`src/rtl/audio_gain_pkg.sv`:
```
// Shared constants and FSM state type for the SPI register bridge feeding
// the audio_gain configuration register.
package audio_gain_pkg;
    localparam int SPI_FRAME_BITS = 16;
    localparam int SPI_ADDR_W     = 7;
    localparam int SPI_DATA_W     = 8;
    localparam int SYNC_STAGES    = 2;
    localparam int BIT_CNT_W      = 5;

    localparam logic [SPI_ADDR_W-1:0] AUDIO_GAIN_CFG_ADDR = 7'h00;

    typedef enum logic [2:0] {
        IDLE,
        CMD,
        RD_FETCH,
        RD_SHIFT,
        WR_SHIFT,
        DONE
    } spi_state_t;
endpackage

```
`src/rtl/sync_edge.sv`:
```
// Multi-flop synchronizer with rise/fall pulses; pulses are held off until
// the chain and the edge-history flop carry real samples after reset.
module sync_edge
    import audio_gain_pkg::*;
#(
    parameter logic RESET_VAL = 1'b0
) (
    input  logic clk,
    input  logic reset,
    input  logic din,
    output logic dout,
    output logic rise,
    output logic fall
);
    logic [SYNC_STAGES-1:0] sync_reg;
    logic                   prev_reg;
    logic [SYNC_STAGES:0]   settle_reg;
    logic                   settled;

    always_ff @(posedge clk) begin
        if (reset) begin
            sync_reg   <= {SYNC_STAGES{RESET_VAL}};
            prev_reg   <= RESET_VAL;
            settle_reg <= '0;
        end else begin
            sync_reg   <= {sync_reg[SYNC_STAGES-2:0], din};
            prev_reg   <= sync_reg[SYNC_STAGES-1];
            settle_reg <= {settle_reg[SYNC_STAGES-1:0], 1'b1};
        end
    end

    // Without the settle gate a pin already away from RESET_VAL would look
    // like a fresh edge right after reset.
    assign settled = settle_reg[SYNC_STAGES];
    assign dout    = sync_reg[SYNC_STAGES-1];
    assign rise    = settled &  dout & ~prev_reg;
    assign fall    = settled & ~dout &  prev_reg;
endmodule

```
`src/rtl/spi_reg_bridge.sv`:
```
// SPI mode-0 slave that turns 16-bit frames (R/W, 7-bit address, 8-bit data)
// into single-cycle register read/write strobes on the clk domain.
module spi_reg_bridge
    import audio_gain_pkg::*;
(
    input  logic                  clk,
    input  logic                  reset,
    input  logic                  sclk,
    input  logic                  cs_n,
    input  logic                  mosi,
    output logic                  miso,
    output logic                  miso_oe,
    output logic [SPI_ADDR_W-1:0] reg_addr,
    output logic                  wr_en,
    output logic [SPI_DATA_W-1:0] wr_data,
    output logic                  rd_en,
    input  logic [SPI_DATA_W-1:0] rd_data,
    output logic                  frame_err
);
    localparam logic [BIT_CNT_W-1:0] CNT_MAX    = BIT_CNT_W'(SPI_FRAME_BITS);
    localparam logic [BIT_CNT_W-1:0] CMD_LAST   = BIT_CNT_W'(SPI_FRAME_BITS - SPI_DATA_W - 1);
    localparam logic [BIT_CNT_W-1:0] FRAME_LAST = BIT_CNT_W'(SPI_FRAME_BITS - 1);

    logic sclk_level_unused, sclk_rise, sclk_fall;
    logic cs_s, cs_rise, cs_fall;
    logic [SYNC_STAGES-1:0] mosi_sync_reg;
    logic mosi_s;

    spi_state_t            state_reg, state_next;
    logic [BIT_CNT_W-1:0]  bit_cnt_reg, bit_cnt_next, bit_cnt_inc;
    logic [SPI_DATA_W-2:0] rx_reg, rx_next;
    logic [SPI_DATA_W-1:0] tx_reg, tx_next;
    logic [SPI_ADDR_W-1:0] addr_reg, addr_next;
    logic [SPI_DATA_W-1:0] wdata_reg, wdata_next;
    logic                  wr_en_reg, wr_en_next;
    logic                  frame_err_reg, frame_err_next;
    logic                  fetch_phase_reg, fetch_phase_next;
    logic                  miso_reg, miso_next;

    sync_edge #(.RESET_VAL(1'b0)) u_sclk_sync (
        .clk  (clk),
        .reset(reset),
        .din  (sclk),
        .dout (sclk_level_unused),
        .rise (sclk_rise),
        .fall (sclk_fall)
    );

    sync_edge #(.RESET_VAL(1'b1)) u_cs_sync (
        .clk  (clk),
        .reset(reset),
        .din  (cs_n),
        .dout (cs_s),
        .rise (cs_rise),
        .fall (cs_fall)
    );

    // mosi goes through the same depth as sclk so a detected rise samples
    // the bit that was on the wire at the real sclk edge.
    always_ff @(posedge clk) begin
        if (reset) begin
            mosi_sync_reg <= '0;
        end else begin
            mosi_sync_reg <= {mosi_sync_reg[SYNC_STAGES-2:0], mosi};
        end
    end
    assign mosi_s = mosi_sync_reg[SYNC_STAGES-1];

    assign bit_cnt_inc = (bit_cnt_reg == CNT_MAX) ? CNT_MAX : bit_cnt_reg + BIT_CNT_W'(1);

    always_ff @(posedge clk) begin
        if (reset) begin
            state_reg       <= IDLE;
            bit_cnt_reg     <= '0;
            rx_reg          <= '0;
            tx_reg          <= '0;
            addr_reg        <= '0;
            wdata_reg       <= '0;
            wr_en_reg       <= 1'b0;
            frame_err_reg   <= 1'b0;
            fetch_phase_reg <= 1'b0;
            miso_reg        <= 1'b0;
        end else begin
            state_reg       <= state_next;
            bit_cnt_reg     <= bit_cnt_next;
            rx_reg          <= rx_next;
            tx_reg          <= tx_next;
            addr_reg        <= addr_next;
            wdata_reg       <= wdata_next;
            wr_en_reg       <= wr_en_next;
            frame_err_reg   <= frame_err_next;
            fetch_phase_reg <= fetch_phase_next;
            miso_reg        <= miso_next;
        end
    end

    always_comb begin
        state_next       = state_reg;
        bit_cnt_next     = bit_cnt_reg;
        rx_next          = rx_reg;
        tx_next          = tx_reg;
        addr_next        = addr_reg;
        wdata_next       = wdata_reg;
        wr_en_next       = 1'b0;
        frame_err_next   = 1'b0;
        fetch_phase_next = fetch_phase_reg;
        miso_next        = miso_reg;

        case (state_reg)
            IDLE: begin
                if (cs_fall) begin
                    state_next   = CMD;
                    bit_cnt_next = '0;
                end
            end
            CMD: begin
                if (cs_rise) begin
                    state_next     = IDLE;
                    frame_err_next = 1'b1;
                end else if (sclk_rise) begin
                    rx_next      = {rx_reg[SPI_DATA_W-3:0], mosi_s};
                    bit_cnt_next = bit_cnt_inc;
                    if (bit_cnt_reg == CMD_LAST) begin
                        addr_next        = {rx_reg[SPI_ADDR_W-2:0], mosi_s};
                        fetch_phase_next = 1'b0;
                        state_next       = rx_reg[SPI_DATA_W-2] ? RD_FETCH : WR_SHIFT;
                    end
                end
            end
            RD_FETCH: begin
                if (cs_rise) begin
                    state_next     = IDLE;
                    frame_err_next = 1'b1;
                end else if (!fetch_phase_reg) begin
                    fetch_phase_next = 1'b1;
                end else begin
                    tx_next    = rd_data;
                    state_next = RD_SHIFT;
                end
            end
            RD_SHIFT: begin
                if (cs_rise) begin
                    state_next     = IDLE;
                    frame_err_next = 1'b1;
                end else begin
                    if (sclk_fall) begin
                        miso_next = tx_reg[SPI_DATA_W-1];
                        tx_next   = {tx_reg[SPI_DATA_W-2:0], 1'b0};
                    end
                    if (sclk_rise) begin
                        bit_cnt_next = bit_cnt_inc;
                        if (bit_cnt_reg == FRAME_LAST) begin
                            state_next = DONE;
                        end
                    end
                end
            end
            WR_SHIFT: begin
                if (cs_rise) begin
                    state_next     = IDLE;
                    frame_err_next = 1'b1;
                end else if (sclk_rise) begin
                    rx_next      = {rx_reg[SPI_DATA_W-3:0], mosi_s};
                    bit_cnt_next = bit_cnt_inc;
                    if (bit_cnt_reg == FRAME_LAST) begin
                        wdata_next = {rx_reg, mosi_s};
                        wr_en_next = 1'b1;
                        state_next = DONE;
                    end
                end
            end
            DONE: begin
                if (cs_rise) begin
                    state_next = IDLE;
                end
            end
            default: state_next = IDLE;
        endcase

        if (state_next != RD_SHIFT) begin
            miso_next = 1'b0;
        end
    end

    assign rd_en     = (state_reg == RD_FETCH) && !fetch_phase_reg;
    assign wr_en     = wr_en_reg;
    assign wr_data   = wdata_reg;
    assign reg_addr  = addr_reg;
    assign frame_err = frame_err_reg;
    assign miso      = miso_reg;
    assign miso_oe   = ~cs_s;
endmodule

```
`config.mk`:
```
export PLATFORM = sky130hd
export DESIGN_NAME = spi_reg_bridge
export DESIGN_NICKNAME = d
export VERILOG_FILES = /design/src/rtl/audio_gain_pkg.sv /design/src/rtl/sync_edge.sv /design/src/rtl/spi_reg_bridge.sv
export SDC_FILE = /design/constraint.sdc
export NUM_CORES = 1
export LEC_CHECK = 0
export ABC_AREA = 1
export CAP_MARGIN = 20
export CORE_MARGIN = 5
export CORE_UTILIZATION = 45
export CTS_CLUSTER_DIAMETER = 30
export DETAILED_ROUTE_END_ITERATION = 10
export PLACE_DENSITY_LB_ADDON = 0.3
export SETUP_SLACK_MARGIN = 0.15
export SYNTH_ARGS = -nofsm -noshare
export SYNTH_HDL_FRONTEND = slang
export SYNTH_SLANG_ARGS = --single-unit
```
`constraint.sdc`:
```
create_clock -name clk -period 1.6 [get_ports clk]
set_input_delay 0.24 -clock clk [delete_from_list [all_inputs] [get_ports clk]]
set_output_delay 0.24 -clock clk [all_outputs]
set_load 0.01 [all_outputs]
```
# After elaboration in Yosys (flattened, before gate mapping)
# Index checks and enable logic that the tools add are counted.
[word_totals]
in_bits = 13
romBits = 0
ff_bits = 56
ramBits = 0
word_cells = 106
latch_bits = 0
output_inout_bits = 20
mem_count = 0
[op_classes]
shift = 0
n_div = 0
eq_ne = 19
magnitude_cmp = 0
mux = 31
mul = 0
bitwise = 16
reduce_logical = 20
add_sub_neg = 1
[ops]
columns = ["op", "n"]
rows = [
  ["$mux 3", 11],
  ["$mux 8", 4],
  ["$mux 5", 4],
  ["$ne 2x2->1 const B", 9],
  ["$pmux 8 s2", 1],
  ["$pmux 3 s5", 1],
  ["$reduce_and 4->1", 3],
  ["$pmux 5 s2", 1],
  ["$reduce_and 5->1", 2],
  ["$and 1x1->1", 8],
  ["$mux 1", 8],
  ["$not 1->1", 8],
  ["$reduce_or 2->1", 4],
  ["$reduce_or 4->1", 2],
  ["$eq 3x2->1 const B", 2],
  ["$eq 3x3->1 const B", 2],
  ["$reduce_and 3->1", 2],
  ["$reduce_bool 2->1", 3],
  ["$add 5x1->5 const B", 1],
  ["$eq 5x3->1 const B", 1],
  ["$eq 5x4->1 const B", 1],
  ["$eq 5x5->1 const B", 1],
  ["$eq 3x1->1 const B", 1],
  ["$logic_not 3->1", 1],
  ["other kinds (6)", 6],
]

# Longest topological paths before layout
[logic_depth]
ltp_word = 7
depth_mapped = 10
ltp_nobuf = 10

# Cells and area by module
# Synthesis repeated with hierarchy kept, for this count alone.
[hier_totals]
cells_unflattened = 311
hier_area_um2 = 2348.5
[by_module_without_submodules]
columns = ["mod", "area_per_inst_um2", "cells_per_inst", "instances", "seq_area_each_um2"]
rows = [
  ["spi_reg_bridge", 1999.4, 272, 1, 880.8],
  ["sync_edge (u_sclk_sync)", 176.4, 21, 1, 120.1],
  ["sync_edge (u_cs_sync)", 172.7, 18, 1, 120.1],
]

# Worst setup path before layout
# No wires, ideal clock.
[synth_path]
path_kind = "register to register"
startpoint = "register bit_cnt_reg[0]"
endpoint = "register wdata_reg[0], in the netlist wr_data[0]"
path_buffers = 0
path_stages_with_launch = 10
required_time_ns = 1.484
setup_slack_ns = 0.058
t_arrival_ns = 1.426
period_less_slack_ns = 1.542
setup_ns = 0.116
cell_sequence = "dfxtp_1 ha_1 nand2_1 nor2_1 ha_1 nand2_1 nor3_4 inv_2 nor2_1 nor2_1"
[synth_via]
elab_chain_len = 2
[synth_rtl]
columns = ["item", "line", "text"]
rows = [
  ["start, declared", "spi_reg_bridge.sv:30", "logic [BIT_CNT_W-1:0] bit_cnt_reg, bit_cnt_next, bit_cnt_inc;"],
  ["start signal, assigned", "spi_reg_bridge.sv:85", "bit_cnt_reg <= bit_cnt_next;"],
  ["$eq 5x4->1", "spi_reg_bridge.sv:165", "if (bit_cnt_reg == FRAME_LAST) begin"],
  ["$reduce_and 4->1 (no source line)", "--", ""],
  ["end signal, assigned", "spi_reg_bridge.sv:89", "wdata_reg <= wdata_next;"],
  ["end, declared", "spi_reg_bridge.sv:34", "logic [SPI_DATA_W-1:0] wdata_reg, wdata_next;"],
]
# No other way between the ends.
# A chain may end at the register's enable or synchronous reset.

# Worst setup path in the final report
[layout_path]
startpoint = "register bit_cnt_reg[0]"
endpoint = "register wdata_reg[6], in the netlist wr_data[6]"
# Same word-level chain as after synthesis.

==> flow_summary.ini <==
[status]
run_status = completed

[sta]
rsz0062_at_grt = true
slew_headroom_pct = 82.0
fin_skew_ns = 0.00518
period_share_pct = 97.1
setup_viol_count_final = 0
period_needed_ns = 1.55
max_freq_mhz = 644
hold_ws_ns = 0.412
tightest_slew_ns = 0.268
layout_setup_ws_ns = 0.0471
slew_viol_final = 0
finalHoldViolCount = 0

[worst_setup_path]
worstPathCellList = ha_4 -> nand2_4 -> nor2_2 -> ha_2 -> nand2_4 -> nor3_4 -> inv_2 -> nor2_1 -> nor2_1
critPathBufInv = 1
cp_max_fo = 8
critPathArrivalTime_ns = 1.76
slowest_delay_ns = 0.37
cpMaxStageDelayCell = dfxtp_4
required_ns = 1.81
startpoint_type = flop
worst_setup_path_end_kind = flop
crit_type = reg -> reg
cpLargestDelayFamily = simple AND/OR/NAND/NOR gates

[finish]
stdcell_area_um2 = 3140
layout_common_cells = 75 x nor2_1, 51 x nand2_1, 48 x dfxtp_1
stdcell_count = 446
multiInputGateArea_um2 = 1230
fillers = 459
area_delta_synth_final_pct = 37.1
drive_gt1_share_pct = 24.2
diodes = 0
final_common_cell = nor2_1
layout.area.seq_um2 = 1070
final_nets = 391

[floorplanning]
start_util_pct = 45.7
die_w_um = 81.3
io_pins = 33
die_h_um = 81.3
rows = 26
core_area_um2 = 5010
die_area_um2 = 6610

[cts]
cts_sinks = 53
clkLatencyLatePin_ns = 0.31
cts_buffer_depth = 2
cts_made_buffers = 5
clkTransAtPathRegs_ns = 0.10
cts_tree = built
root_buffer = clkbuf_8
h-tree-depth = 2

[global_route]
grtUsageTotal_pct = 16.8
grt_max_degree = 34
overflow = 0
grt_pass1_vias = 1878
grt_antenna_before_repair = 0
grt_pass1_wl_mm = 8.73

[pwr]
p_leak_nw = 1.61
power-per-cell-area_nw_per_um2 = 712
p_comb_share_pct = 5.5
power_switching_mw = 0.528
total_power_mw = 2.23
p_int_mw = 1.71
p_clk_share_pct = 34.5
swShare_pct = 23.7
seqPwrFrac_pct = 60.0
peakVddDrop_uv = 533

[placement]
dp_cells = 426
portBuffers = 32
dp.final_hpwl_mm = 3.51
place_congestion = 0.857
place_ws_ns = 0.0281
place_area_um2 = 2780

[synthesis]
synth.distinct_cells = 27
ys_seq_area_share_pct = 46.4
synth_warnings = 0
syn-num-nets = 336
postSynthCellCount = 320
syn_area_um2 = 2290
synth-seq-cells = 53
syn_area_per_cell_um2 = 7.15

[routing]
ant_nets = 0
drtIter0Drc = 141
wire_per_inst_um = 11.9
route.detailed.drc = 0
vias = 2157
wirelength_mm = 5.29
via_per_inst = 4.84
first_pass_iters = 4

[run]
cap_violations = 0

[worst_hold_path]
hp-class = reg -> reg
-- per-layer routing --
layer | vias up | global-route usage [%] | wire length (um)
met5 | - | 0 | 0
met4 | 0 | 6.42 | 70
met3 | 10 | 3.99 | 358
met2 | 67 | 25.9 | 2460
met1 | 966 | 22.6 | 2410
li1 | 1114 | - | -
-- timing repair --
action,CTS,global route
gates cloned,0,1
buffers inserted,2,9
hold buffers,0,0
gates resized for setup,23,57
pin swaps,7,22
setup endpoints to repair,21,49
-- synth_stat cells (all sizes together) --
cell type / number / area, um^2
o21ai: 33 / 165
buf: 2 / 15.0
a211oi: 1 / 7.51
nand3b: 2 / 15.0
a21oi: 6 / 30.0
or2: 2 / 12.5
nor2: 90 / 365
nand3: 14 / 87.6
nor3: 4 / 31.3
clkbuf: 4 / 15.0
inv: 33 / 126
nand4: 2 / 12.5
ha: 3 / 37.5
a31oi: 2 / 12.5
dfxtp: 53 / 1060
nand2: 69 / 294
-- worst paths after layout --
kind / start / to / slack [ns] / depth (start not counted)
hold reg to reg: u_sclk_sync.settle_reg[0] / u_sclk_sync.settle_reg[1] / 0.41 / 2
setup / recovery: bit_cnt_reg[0] / wr_data[6] / 0.05 / 9
setup reg to reg: bit_cnt_reg[0] / wr_data[6] / 0.05 / 9
hold / removal: u_sclk_sync.settle_reg[0] / u_sclk_sync.settle_reg[1] / 0.41 / 2
-- cell type report --
class	count	share of cell area [%]
tap	70	2.79
timing repair buffer	53	16.9
sequential	53	34.1
inverter	33	4.19
clock inverter	3	0.678
clock buffer	5	2.19
multi-input combinational	229	39.2
-- per-stage QoR --
step | util, % | TNS [ns]
CTS | 58.1 | 0
global route | 62.6 | -0.340
detailed placement | 55.5 | 0
global placement | 55.5 | 0
finish | 62.6 | 0
floorplan | - | 0
-- power by group through the flow --
stage / clock network [mW] / registers (mW) / logic (mW)
3_5_place_dp: 0 / 1.37 / 0.114
2_1_floorplan: 0 / 1.37 / 0.0611
5_1_grt: 0.851 / 1.34 / 0.136
6_report: 0.770 / 1.34 / 0.124
4_1_cts: 0.799 / 1.34 / 0.118
3_3_place_gp: 0 / 1.37 / 0.112
-- logic make-up after synthesis --
logic type	synth area share, %
simple gates	35.8
flops	46.4
compound gates	9.40
buf+inv	6.83
fa+ha+maj	1.64
-- tightest hold or removal path: stages (launching register included) --
cell and delay [ns]:
dfxtp_1 0.31, inv_1 0.04, nor2_1 0.03
Power figures use the tool's default switching activity.
==> RTL edit 1, RTL diff (config.mk and constraints unchanged) <==
`RESET_VAL`: 1'b1 -> 1'b0.
--- a/src/rtl/spi_reg_bridge.sv
+++ b/src/rtl/spi_reg_bridge.sv
@@ -46,7 +46,7 @@
         .fall (sclk_fall)
     );
 
-    sync_edge #(.RESET_VAL(1'b1)) u_cs_sync (
+    sync_edge #(.RESET_VAL(1'b0)) u_cs_sync (
         .clk  (clk),
         .reset(reset),
         .din  (cs_n),
Check against the original RTL: not equivalent (a bounded check fails within 4 cycles, from zero or initial values and one cycle with reset high).
==> RTL edit 1 against the unedited design <==
The run now ends with setup timing left. Power grew 13%. Cell count up 0.67%. Combinational power shrank 11%. Setup slack worse by 0.10 ns. Wire length grew 5.0%. Sequential cell count stayed put. Maximum frequency is 6.3% lower. Global-route usage about the same. Design area grew 5.0%. Area after synthesis decreased by 1.7%. Critical path type unchanged. Critical endpoint is now wr_data[3]. Highest routed layer unchanged.
==> RTL edit 1: results (changes against the unedited design) <==
[finish]
layout-drive-gt1-share_pct = 27.7  ; +3.5 points
fillers = 374  ; -19%
fin_nets = 397  ; +1.5%

[yosys]
yosysUniqueCellTypes = 22  ; -19%
ys_top_cells_by_count = 82 x nor2_1, 55 x nand2_1, 53 x dfxtp_1
synthXorXnorAreaFrac_pct = 0.390  ; +0.39 points
synth.area.top_cells = dfxtp_1 47%, nor2_1 14%, nand2_1 9.2%
synthMuxAreaShare_pct = 0  ; unchanged
synthAdderAreaFrac_pct = 1.67  ; +0.029 points
syn_nets = 330  ; -1.8%
ys_async_sr_fraction_pct = 0  ; unchanged
synth_compound_area_share_pct = 9.79  ; +0.39 points
netlist_instances = 314  ; -1.9%
ys_seq_area_share_pct = 47.2  ; +0.83 points

[power]
ir_drop_mv = 0.567  ; +6.4%
p_leak_nw = 1.69  ; +5.0%
p_total_mw = 2.53  ; +13%
power-top-group = sequential cells
clockPowerShare_pct = 42.8  ; +8.3 points
p_sw_share_pct = 20.3  ; -3.4 points

[routing]
post_drt_wl_per_cell_um = 12.4  ; +4.3%
drt-total-wl_mm = 5.55  ; +5.0%
drt_iter0_drc = 174  ; +23%
vias = 2185  ; +1.3%

[worst_setup_path]
r2r-start = bit_cnt_reg[0]
endpoint = wr_data[3]
critical_path.max_fanout = 7  ; -1
rr_worst_depth = 11  ; +2
cp_data_arrival_time_ns = 1.91  ; +0.15 ns
cp_slowest_cell = dfxtp_2

[clock_network]
clockRootBuffer = clkbuf_8
cts_buffer_depth = 2  ; unchanged
cts.clk_slew.worst_paths_ns = 0.10  ; about the same
worstSkewPairLatency_ns = 0.31  ; about the same
htree_num_levels = 2  ; unchanged

[placement]
port_buffers = 32  ; unchanged
place_congestion = 0.898  ; +4.7%
dp.cells = 425  ; -0.23%
place_ws_ns = -0.0441  ; -0.0722 ns
dp_hpwl_mm = 3.52  ; +0.33%
dpl_cell_area_sq_um = 2800  ; +0.90%

[sta]
clock_skew_ns = 0.00483  ; -0.000349 ns
whs_ns = 0.398  ; -0.0137 ns
fin_tns_setup_ns = -0.356  ; -0.356 ns
slew_headroom_pct = 76.4  ; -5.6 points
setup_ws_ns = -0.0567  ; -0.104 ns
finalSetupViolations = 8  ; +8

[hold_path]
hold_path.class = register to register

[flow_run]
maxCapViolations = 0  ; unchanged

[outcome]
violations = setup timing
status = complete, but fails checks

[grt]
grt_max_degree = 35  ; +2.9%
grt_usage_pct = 16.8  ; about the same
grt_pass1_wl_mm = 8.60  ; -1.5%
grt_pass1_vias = 1923  ; +2.4%

## RTL edit 1: repair_timing
item                                    4_1_cts  5_1_grt
buffers inserted                              3       13
hold buffers                                  0        0
pin swaps                                     7       27
cloned                                        0        0
endpoints found under the setup margin       39       52
resized for setup                            21       76
## RTL edit 1: kinds of logic after synthesis
group,count (synthesis)
xor+xnor,1
compound gates,43
buf+inv,41
flops,53
fa+ha+maj,3
simple gates,173
## RTL edit 1: worst min path at each step
stage / start / to
finish: u_sclk_sync.settle_reg[1] / u_sclk_sync.settle_reg[2]
CTS: u_cs_sync.sync_reg[0] / u_cs_sync.sync_reg[1]
global placement: u_sclk_sync.settle_reg[1] / u_sclk_sync.settle_reg[2]
detailed placement: u_cs_sync.sync_reg[0] / u_cs_sync.sync_reg[1]
floorplan: mosi / mosi_sync_reg[0]
global route: cs_n / u_cs_sync.sync_reg[0]
## RTL edit 1: worst register-to-register path, stage by stage (launching register included)
cell	delay, ns
dfxtp_2	0.36
ha_4	0.15
nand2_4	0.05
nor2_4	0.10
ha_4	0.13
inv_2	0.04
nor2_4	0.13
nand2_2	0.10
nor2_4	0.25
buf_6	0.15
o21ai_1	0.06
nor2_1	0.09
## RTL edit 1: area by class of cell
class | instances | area [sq um] | share of cell area [%]
Inverter | 36 | 145 | 4.41
Clock buffer | 5 | 68.8 | 2.09
Tap cell | 67 | 83.8 | 2.54
Multi-Input combinational cell | 220 | 1230 | 37.5
Timing Repair Buffer | 65 | 621 | 18.8
Sequential cell | 53 | 1070 | 32.5
Clock inverter | 3 | 68.8 | 2.09
## RTL edit 1: metal layers
metal,GRT usage (%),part of all wire (%)
met4,5.57,1.1
met5,0,0
met3,3.81,6.0
met1,22.4,44
met2,26.7,49
==> RTL edit 2, RTL diff (config.mk and constraints unchanged) <==
Without the edit above. The output `frame_err` loses its register stage (`frame_err_reg` becomes a continuous assignment).
--- a/src/rtl/spi_reg_bridge.sv
+++ b/src/rtl/spi_reg_bridge.sv
@@ -77,7 +77,6 @@
             addr_reg        <= '0;
             wdata_reg       <= '0;
             wr_en_reg       <= 1'b0;
-            frame_err_reg   <= 1'b0;
             fetch_phase_reg <= 1'b0;
             miso_reg        <= 1'b0;
         end else begin
@@ -88,11 +87,12 @@
             addr_reg        <= addr_next;
             wdata_reg       <= wdata_next;
             wr_en_reg       <= wr_en_next;
-            frame_err_reg   <= frame_err_next;
             fetch_phase_reg <= fetch_phase_next;
             miso_reg        <= miso_next;
         end
     end
+
+    assign frame_err_reg = frame_err_next;
 
     always_comb begin
         state_next       = state_reg;
Formal check against the unedited RTL: not equivalent (a bounded check fails within 10 cycles, from zero or initial values and one cycle with reset high).
==> RTL edit 2 against the unedited design <==
Worst hold slack got worse by 0.0029 ns. Highest routed layer unchanged. Setup slack worse by 0.028 ns. Design area shrank 1.2%. Critical endpoint is now wr_data[7]. Power decreased by 2.9%. Largest cell class unchanged. Largest power group unchanged. Wire length decreased by 9.6%. Critical path type unchanged. Global-route usage shrank 0.91 points. Sequential cell count down 1. Area after synthesis grew 0.27%.
==> RTL edit 2: results (changes against the unedited design) <==
[finish]
layout-drive-gt1-share_pct = 24.7  ; +0.46 points
regArea_sq_um = 1060  ; -1.1%
layoutNonFillerInstCount = 443  ; -0.67%
fillers = 462  ; +0.65%
fin_nets = 388  ; -0.77%
n_antenna_cell = 0  ; unchanged

[yosys]
ys_async_sr_fraction_pct = 0  ; unchanged
ys_warn_count = 0  ; unchanged
ys_seq_area_share_pct = 45.4  ; -1.0 points
netlist_instances = 318  ; -0.63%
syn_nets = 334  ; -0.60%
ys_top_cells_by_count = 85 x nor2_1, 58 x nand2_1, 52 x dfxtp_1
synth.area.top_cells = dfxtp_1 45%, nor2_1 14%, nand2_1 9.5%
yosysUniqueCellTypes = 29  ; +7.4%

[routing]
drt-total-wl_mm = 4.78  ; -9.6%
viasPerCell = 4.71  ; -2.6%
drt_iter0_drc = 84  ; -40%
dr.pass1.iters = 4  ; unchanged

[worst_setup_path]
critPathMaxStageDelay_ns = 0.37  ; about the same
critical_path.max_fanout = 3  ; -5
cpLargestDelayFamily = simple AND/OR/NAND/NOR gates
cp_slowest_cell = dfxtp_4

[clock_network]
htree_num_levels = 2  ; unchanged
numCtsBuffers = 5  ; unchanged
worstSkewPairLatency_ns = 0.30
cts_buffer_depth = 2  ; unchanged
clockRootBuffer = clkbuf_8
cts.clk_slew.worst_paths_ns = 0.10  ; about the same

[grt]
grt_max_degree = 34  ; unchanged
grt_pass1_vias = 1950  ; +3.8%
grt_pass1_wl_mm = 8.26  ; -5.4%
grt_usage_pct = 15.9  ; -0.91 points
antenna_found_initial = 0  ; unchanged

[power]
p_leak_nw = 1.66  ; +2.9%
ir_drop_mv = 0.492  ; -7.7%

[hold_path]
hold_path.class = register to register

[sta]
worst_slew_pin_slew_ns = 0.264  ; -0.00428 ns
clock_skew_ns = 0.0129  ; +0.00770 ns

[placement]
dp.cells = 429  ; +0.70%
place_congestion = 0.903  ; +5.3%
port_buffers = 32  ; unchanged
dp_hpwl_mm = 3.37  ; -3.8%
dpl_cell_area_sq_um = 2820  ; +1.4%
place_ws_ns = -0.0223  ; -0.0503 ns

[outcome]
status = finished, final reports clean

[RTL edit 2: cell types whose count changed after synthesis, moves of 2 or more]
cell | unedited run | this run
a21oi_2 | 0 | 2
nand2_1 | 63 | 58
nand2_2 | 2 | 5
nand3_1 | 12 | 10
nand3_2 | 1 | 3
[RTL edit 2: worst paths after layout]
kind                            slack, ns                 startpoint  cells past startpoint                         to
worst min-delay path                 0.41  u_sclk_sync.settle_reg[0]                      2  u_sclk_sync.settle_reg[1]
worst max register to register       0.02             bit_cnt_reg[1]                      9                 wr_data[7]
worst max-delay path                 0.02             bit_cnt_reg[1]                      9                 wr_data[7]
worst min register to register       0.41  u_sclk_sync.settle_reg[0]                      2  u_sclk_sync.settle_reg[1]
[RTL edit 2: layout make-up]
type                    instances  area share, %
clock buffers                   6           2.34
clock inverters                 2          0.444
inverters                      35           4.36
multi-input cells             225           39.3
flip-flops and latches         52           34.1
well taps                      70           2.82
repair buffers                 53           16.6
[RTL edit 2: kinds of logic after synthesis]
family                     share of synthesized area [%]
and+or+nand+nor                                     35.8
DFF                                                 45.4
AOI/OAI and AO/OA                                   9.87
buffers and inverters                               7.36
adders and majority gates                           1.64
[RTL edit 2: metal layers]
metal	part of all wire (%)	up-vias	global-route usage [%]
li1	-	1112	-
met1	50	926	20.9
met2	43	43	25.6
met3	5.3	6	2.63
met4	1.3	0	7.09
met5	0	-	0
[RTL edit 2: what timing repair did]
action / CTS / global route
resized for setup: 27 / 46
endpoints found under the setup margin: 14 / 44
gates cloned: 0 / 0
hold endpoints to repair: 0 / 0
pin swaps: 6 / 14
buffers inserted: 3 / 3
[RTL edit 2: report_power, final]
part	total, mW	switching [mW]	internal [mW]
Combinational	0.122	0.0604	0.0620
Clock	0.735	0.422	0.312
Sequential	1.31	0.00878	1.30
